File: src/rtl/uart_pkg.sv
// Shared UART definitions: state encoding and default bit timing.
`timescale 1ns/1ps
package uart_pkg;

    // Default clock cycles per serial bit, also used by the receiver side.
    localparam int CLKS_PER_BIT_DEFAULT = 16;

    // Transmitter state encoding (3 bits).
    typedef enum logic [2:0] {
        ST_IDLE  = 3'd0,
        ST_WAIT  = 3'd1,
        ST_START = 3'd2,
        ST_DATA  = 3'd3,
        ST_STOP  = 3'd4
    } uart_state_t;

    // Width of an index that counts 0..w-1, never narrower than one bit.
    function automatic int idx_width(input int w);
        return (w > 1) ? $clog2(w) : 1;
    endfunction

endpackage

File: src/rtl/uart_baud_cnt.sv
// Baud-rate divider: counts 0..CLKS_PER_BIT-1 and flags the last cycle of each bit.
`timescale 1ns/1ps
module uart_baud_cnt
    import uart_pkg::*;
#(
    parameter int CLKS_PER_BIT = CLKS_PER_BIT_DEFAULT
) (
    input  logic clk,
    input  logic reset,
    input  logic clear,
    output logic bit_end
);

    localparam int CW = $clog2(CLKS_PER_BIT);
    localparam logic [CW-1:0] LAST = CW'(CLKS_PER_BIT - 1);

    logic [CW-1:0] count_reg;

    // Free-running bit-period counter, held at zero while cleared.
    always_ff @(posedge clk or posedge reset) begin
        if (reset) begin
            count_reg <= '0;
        end else if (clear || (count_reg == LAST)) begin
            count_reg <= '0;
        end else begin
            count_reg <= count_reg + CW'(1);
        end
    end

    assign bit_end = !clear && (count_reg == LAST);

endmodule

File: src/rtl/uart_tx_drain.sv
// UART transmitter that pops words from an upstream FIFO and sends 8N1-style frames.
`timescale 1ns/1ps
module uart_tx_drain
    import uart_pkg::*;
#(
    parameter int CLKS_PER_BIT = CLKS_PER_BIT_DEFAULT,
    parameter int WIDTH        = 8
) (
    input  logic             clk,
    input  logic             reset,
    input  logic             fifo_empty,
    input  logic [WIDTH-1:0] fifo_data,
    output logic             fifo_get,
    output logic             tx,
    output logic             busy
);

    localparam int IW = idx_width(WIDTH);
    localparam logic [IW-1:0] LAST_IDX = IW'(WIDTH - 1);

    uart_state_t      state_reg, state_next;
    logic [WIDTH-1:0] shift_reg, shift_next;
    logic [WIDTH-1:0] shift_down;
    logic [IW-1:0]    idx_reg, idx_next;
    logic             tx_reg, tx_next;
    logic             busy_reg, busy_next;
    logic             baud_clear;
    logic             bit_end;

    // The bit timer only runs once the start bit is on the line.
    assign baud_clear = (state_reg == ST_IDLE) || (state_reg == ST_WAIT);

    uart_baud_cnt #(
        .CLKS_PER_BIT(CLKS_PER_BIT)
    ) u_baud (
        .clk    (clk),
        .reset  (reset),
        .clear  (baud_clear),
        .bit_end(bit_end)
    );

    // Pop only from a settled IDLE state; gated by reset so nothing is lost while held.
    assign fifo_get = (state_reg == ST_IDLE) && !fifo_empty && !reset;

    assign shift_down = shift_reg >> 1;

    // State register plus the shift, index and line registers it controls.
    always_ff @(posedge clk or posedge reset) begin
        if (reset) begin
            state_reg <= ST_IDLE;
            shift_reg <= '0;
            idx_reg   <= '0;
            tx_reg    <= 1'b1;
            busy_reg  <= 1'b0;
        end else begin
            state_reg <= state_next;
            shift_reg <= shift_next;
            idx_reg   <= idx_next;
            tx_reg    <= tx_next;
            busy_reg  <= busy_next;
        end
    end

    // Next-state and datapath decisions; everything holds unless a transition fires.
    always_comb begin
        state_next = state_reg;
        shift_next = shift_reg;
        idx_next   = idx_reg;
        tx_next    = tx_reg;
        busy_next  = busy_reg;
        case (state_reg)
            ST_IDLE: begin
                if (!fifo_empty) begin
                    state_next = ST_WAIT;
                    busy_next  = 1'b1;
                end
            end
            ST_WAIT: begin
                // FIFO output is valid one cycle after the pop.
                shift_next = fifo_data;
                tx_next    = 1'b0;
                state_next = ST_START;
            end
            ST_START: begin
                if (bit_end) begin
                    tx_next    = shift_reg[0];
                    idx_next   = '0;
                    state_next = ST_DATA;
                end
            end
            ST_DATA: begin
                if (bit_end) begin
                    if (idx_reg == LAST_IDX) begin
                        tx_next    = 1'b1;
                        state_next = ST_STOP;
                    end else begin
                        shift_next = shift_down;
                        tx_next    = shift_down[0];
                        idx_next   = idx_reg + IW'(1);
                    end
                end
            end
            ST_STOP: begin
                if (bit_end) begin
                    state_next = ST_IDLE;
                    busy_next  = 1'b0;
                end
            end
            default: begin
                state_next = ST_IDLE;
                tx_next    = 1'b1;
                busy_next  = 1'b0;
            end
        endcase
    end

    assign tx   = tx_reg;
    assign busy = busy_reg;

endmodule

File: config.mk
export PLATFORM = sky130hd
export DESIGN_NAME = uart_tx_drain
export DESIGN_NICKNAME = d
export VERILOG_FILES = /design/src/rtl/uart_pkg.sv /design/src/rtl/uart_baud_cnt.sv /design/src/rtl/uart_tx_drain.sv
export SDC_FILE = /design/constraint.sdc
export NUM_CORES = 1
export LEC_CHECK = 0
export CAP_MARGIN = 20
export CELL_PAD_IN_SITES_DETAIL_PLACEMENT = 1
export CELL_PAD_IN_SITES_GLOBAL_PLACEMENT = 1
export CORE_MARGIN = 2
export CORE_UTILIZATION = 41
export CTS_CLUSTER_SIZE = 10
export DETAILED_ROUTE_END_ITERATION = 8
export PLACE_DENSITY = 0.88
export SYNTH_ARGS = -nofsm -noshare
export SYNTH_HDL_FRONTEND = slang
export SYNTH_SLANG_ARGS = --single-unit
File: constraint.sdc
create_clock -name clk -period 2.3 [get_ports clk]
set_input_delay 0.23 -clock clk [delete_from_list [all_inputs] [get_ports clk]]
set_output_delay 0.23 -clock clk [all_outputs]
set_load 0.03 [all_outputs]
==> results.py <==
metrics = {
    "yosys": {
        "synth.net_count": 131,
        "synth_top_area_share_pct": 42.6,
        "yosys-top-cells-area": "dfrtp_1 (43%), o32ai_1 (4.7%), nor3_1 (4.5%)",
        "synth_ff_type": "dfrtp_1",
        "synth.avg_cell_area_sq_um": 9.53,
        "yosys.area.top_type": "dfrtp_1",
        "synth_commonest_cells": "dfrtp_1 (19), nor2_1 (10), nor3_1 (10)",
        "yosys.cell_count.top_type": "dfrtp_1",
        "ys_seq_area_share_pct": 45.0,
        "ys_warn_count": 0,
        "ys_types": 41,
        "synth_seq_cells": 20,
        "synthCells": 117,
        "async_flop_share_pct": 100,
        "synth_edf_count": 0,
        "netlist_area_sq_um": 1110,
    },
    "routing": {
        "routed_wl_um": 2990,
        "ant_nets": 0,
        "avgViaCountPerCell": 6.16,
        "wire_per_inst_um": 19.3,
        "drt_iter0_drc": 25,
        "drcViolationCount": 0,
        "num_vias": 955,
        "firstDrtPassIters": 4,
    },
    "global_route": {
        "grt_pass1_wl_um": 5070,
        "met1_usage_pct": 25.0,
        "grt_pass1_vias": 1095,
        "antenna_found_initial": 0,
        "overflow": 0,
        "grt_max_degree": 21,
        "grtUsageMet2_pct": 34.6,
        "use_met3_pct": 3.72,
        "busiest_layer": "met2",
        "track_usage_pct": 20.7,
    },
    "hold_path": {
        "hold_path_class": "input port to asynchronous set/reset pin",
    },
    "critical_path": {
        "cpPeakStageDelay_ns": 0.57,
        "rr_worst_depth": 5,
        "path_depth": 3,
        "critical_path_required_ns": 2.07,
        "crit_arrival_ns": 1.62,
        "end_kind": "primary output",
        "cp-endpoint": "fifo_get",
        "crit_chain": "nor4_1 -> and2_1 -> buf_4",
        "crit_type": "flop to primary output",
        "rrSetupSlack_ns": 0.45,
        "cp.buffers_inverters": 1,
        "crit_family": "simple AND/OR/NAND/NOR gates",
        "cp_slowest_cell": "dfrtp_1",
        "worstReg2RegEnd": "shift_reg[4]",
        "reg2reg_from": "idx_reg[0]",
        "critPathLaunch": "state_reg[0]",
        "startpoint_type": "flop",
        "critPathMaxFanout": 16,
    },
    "sta": {
        "setup_ws_ns": 0.446,
        "holdWs_ns": 0.275,
        "maxSlewHeadroom_pct": 58.0,
        "timing.setup.tns_ns": 0,
        "fin_crit_ns": 1.85,
        "max_freq_mhz": 539,
        "drv_slew": 0,
        "layout_worst_path_cycle_share_pct": 80.6,
        "worstMarginPinSlew_ns": 0.629,
        "fin_worst_skew_ns": 0.00915,
        "hold_viol_final": 0,
        "final-setup-viol-count": 0,
        "rsz0062_at_grt": "false",
    },
    "pwr": {
        "leakagePower_nw": 0.571,
        "power_density_nw_per_um2": 452,
        "ir_drop_mv": 0.258,
    },
    "final_layout": {
        "areaGrowthSynthToFinish_pct": 13.4,
        "fillers": 297,
        "largest_reg_flops": 8,
        "final_core_util_pct": 50.1,
        "diodes": 0,
        "nNetsFinal": 140,
        "drive_above_1_share_pct": 7.20,
        "fin_area_sq_um": 1260,
    },
    "outcome": {
        "status": "finished, final reports clean",
    },
    "floorplan": {
        "die_x_um": 56.1,
        "initial_core_util_pct": 44.2,
        "coreArea_sq_um": 2520,
        "die_y_um": 56.1,
        "die_area_sq_um": 3150,
        "ios": 14,
        "rows": 18,
    },
    "clock_tree": {
        "cts_buffers": 3,
        "hold_buffers": 0,
        "cts.sinks": 20,
        "cts_tree": "done",
        "clock_path_buffers": 2,
        "insertion_delay_ns": 0.31,
        "clk_pin_slew_ns": 0.12,
        "cts_setup_buffers": 0,
        "cts_root_buffer": "clkbuf_4",
        "cts-htree-levels": 1,
        "post_cts_resized": 0,
    },
    "place": {
        "place.gp.congestion": 0.837,
        "dpl.hpwl_um": 2140,
        "placed_cell_area_sq_um": 1240,
        "pre_cts_slack_ns": 0.481,
        "port_buffers": 13,
    },
    "flow_run": {
        "drv_cap": 0,
    },
}
-- how the worst min path moves through the flow --
stage | end | slack [ns]
after floorplan | busy | 0.20
after global placement | busy | 0.46
after detailed placement | busy | 0.48
after global routing | idx_reg[1] | 0.31
after CTS | idx_reg[0] | 0.27
final | shift_reg[4] | 0.27
-- final cells by class --
class	instances	area, sq um	area share [%]
Multi-Input combinational cell	79	533	42.2
Sequential cell	20	502	39.7
Timing Repair Buffer	14	135	10.7
Tap cell	30	37.5	2.97
Inverter	8	30.0	2.38
Clock buffer	4	26.3	2.08
-- through the flow --
stage | total power [mW] | cells
floorplan | 0.371 | 117
global placement | 0.394 | 151
detailed placement | 0.396 | 151
CTS | 0.578 | 155
global route | 0.591 | 155
finish | 0.571 | 155
-- where the power goes --
part | switching, mW | internal, mW | leakage, nW
combinational | 0.0144 | 0.0195 | 0.300
clock | 0.114 | 0.0678 | 0.0150
sequential | 0.00157 | 0.353 | 0.256
total | 0.130 | 0.441 | 0.571
-- placed cells by master, fill, tap and decap left out, types with 4 or more instances in the layout --
master,netlist,layout
dfrtp_1,19,19
clkdlybuf4s50_1,0,12
nor3_1,10,10
nor2_1,10,10
nor4_1,8,8
inv_1,7,7
o32ai_1,6,6
o21ai_0,4,4
-- worst register-to-register path: stages, from the launching register on --
cell and delay, ns:
dfrtp_1 0.43, ha_1 0.22, ha_1 0.29, and4b_1 0.47
o32ai_1 0.13, nor3_1 0.23
-- per-layer routing --
layer / vias up / share of wire, %
met3: 6 / 3.0
met1: 473 / 47
li1: 457 / -
met4: 0 / 1.8
met2: 19 / 48
met5: - / 0
-- logic make-up (layout without fill, tap and decap cells) --
kind of cell | count (synthesis) | count (layout) | synth area share [%]
fa+ha+maj | 3 | 3 | 3.37
simple gates | 46 | 46 | 24.0
xor+xnor | 1 | 1 | 0.786
flops | 20 | 20 | 45.0
buf+inv | 18 | 26 | 7.18
compound gates | 29 | 29 | 19.6
Power figures use the tool's default switching activity.
==> RTL edit, RTL diff (same flow settings) <==
The parameter `WIDTH` goes from 8 to 7.
--- a/src/rtl/uart_tx_drain.sv
+++ b/src/rtl/uart_tx_drain.sv
@@ -4,7 +4,7 @@
     import uart_pkg::*;
 #(
     parameter int CLKS_PER_BIT = CLKS_PER_BIT_DEFAULT,
-    parameter int WIDTH        = 8
+    parameter int WIDTH        = 7
 ) (
     input  logic             clk,
     input  logic             reset,
Ports: changed (resized fifo_data); port bits go from 14 to 13. No check against the original RTL was run, so the function may have changed too.
==> RTL edit against the original RTL <==
Via count shrank 4.7%; die area fell by 3.8%; register-to-register slack improved by 0.08 ns; fmax shrank 1.7%; setup slack worse by 0.033 ns; sequential cell count shrank 1; area after synthesis decreased by 4.0%; first-iteration DRC count down 36%; routed wire length shrank 14%; largest cell class unchanged; critical path depth did not move; design area is 1.8% lower.
Power is not compared: it rests on default switching activity, and its combinational part moved more than twofold at a synthesized area within 25%.
==> RTL edit: results (changes against the original RTL) <==
Global routing
  • Largest net degree at the start of global routing: 20 (-4.8%)
  • First-pass GRT wire length: 4090 um (-19%)
  • Initial antenna violation count: 0 (unchanged)
  • Vias in the first global route: 834 (-24%)
  • Global router's overall resource usage: 19.5% (-1.3 points)

Synthesis
  • Post-synth cell types: 36 (-12%)
  • Synthesized net count: 120 (-8.4%)
  • Area contributors post-synth: dfrtp_1 42%, a2bb2oi_1 5.7%, o32ai_1 4.9%
  • Seq/Total Area, Yosys: 44.6% (-0.44 points)
  • Top cells by count, synth: 18 x dfrtp_1, 7 x a2bb2oi_1
  • Post-synthesis instance total: 107 (-8.5%)
  • Top_reg_cell synth: dfrtp_1

Route
  • Via count: 910 (-4.7%)
  • Starting DRC count in detailed routing: 16 (-36%)
  • DRT Pass-1 Iters: 4 (unchanged)
  • Wire per inst: 17.2 um (-11%)

Timing
  • Clk_skew: 0.00137 ns (-0.00778 ns)
  • Max_slew headroom: 65.5% (+7.5 points)
  • Hold WS: 0.260 ns (-0.0150 ns)
  • Final min period: 1.89 ns (+0.0328 ns)

Placed design
  • Gpl congestion: 0.707 (-15%)
  • Dpl ws: 0.553 ns (+0.0718 ns)
  • HPWL Detailed: 1880 um (-12%)
  • Area post-placement: 0.00121 sq mm (-1.9%)
  • I/O Buffers: 12 (-1)

Hold path
  • Hold Crit Class: in2async

Final layout
  • Fin cells: 149 (-3.9%)
  • Max reg flops: 7 (-1)
  • Fill cells: 290 (-2.4%)
  • ANT cells: 0 (unchanged)
  • Final Net Count: 133 (-5.0%)
  • Area of the multi-input gates: 544 sq um (+2.1%)
  • Share of cells above drive strength 1: 11.8% (+4.6 points)

Power and ir drop
  • Internal: 782 uW
  • Leakage: 0.000551 uW

Worst setup path
  • FF-to-FF setup slack: 0.53 ns (+0.08 ns)
  • CP top delay family: simple AND/OR/NAND/NOR gates
  • Crit-path max FO: 14 (-2)
  • CP peak stage delay: 0.54 ns (-0.03 ns)
  • Arrival time at the worst endpoint: 1.66 ns (+0.04 ns)

Clock tree
  • Worst-Skew Late Latency: 0.31 ns (about the same)
  • CTS Root Cell: clkbuf_4
  • Postcts setup bufs: 0 (unchanged)
  • Worst-case clock buffer depth: 2 (unchanged)
  • # resized after CTS: 0 (unchanged)
  • Num CTS Buffers: 3 (unchanged)

Outcome
  • Outcome: finished, final reports clean
RTL edit: cell count changes after synthesis, sizes merged, moves of 4 or more:
cell     before  now
a2bb2oi       0    7
buf          10    6
inv           8    4
nand2b        2    6
nand3         2    7
nor2         10    5
nor3         10    4
nor4          8    0
or2b          0    4
RTL edit: cell type report:
cell class              count  area share [%]
well taps                  30            3.02
flip-flops and latches     19            38.4
clock inverters             1           0.403
repair buffers             15            11.3
clock buffers               3            1.81
inverters                   4            1.21
multi-input cells          77            43.9
RTL edit: routing by layer:
metal  track usage [%]  vias up  share of wire [%]
li1                  -      423                  -
met1              25.5      468                 45
met2              32.1       14                 50
met3              3.23        5                2.7
met4              7.32        0                1.8
met5                 0        -                  0
RTL edit: cell families after synthesis:
kind of cell	count (synthesis)	share of synthesized area [%]
flops	19	44.6
fa+ha+maj	3	3.51
simple gates	45	25.3
xor+xnor	1	0.819
buf+inv	11	4.56
compound gates	28	21.3
RTL edit: final timing paths:
| path | start | to | cells after the start |
|---|---|---|---|
| max | state_reg[2] | fifo_get | 3 |
| min | reset | u_baud.count_reg[0] | 3 |
| max reg2reg | idx_reg[0] | shift_reg[4] | 5 |
| min reg2reg | busy | busy | 1 |
| max in group asynchronous | reset | tx | 3 |
| min in group clk | fifo_data[6] | shift_reg[6] | 3 |
RTL edit: power groups by stage:
stage | sequential (uW) | clock, uW | combinational, uW
2_1_floorplan | 570 | 0 | 381
3_3_place_gp | 557 | 0 | 509
3_5_place_dp | 572 | 0 | 543
4_1_cts | 568 | 178 | 553
5_1_grt | 584 | 188 | 605
6_report | 567 | 177 | 546
RTL edit: worst register-to-register path, stage by stage (launching register included):
cell and delay (ns):
dfrtp_1 0.43, inv_1 0.08, ha_1 0.22, and2_1 0.27
a21oi_1 0.49, a2bb2oi_1 0.14
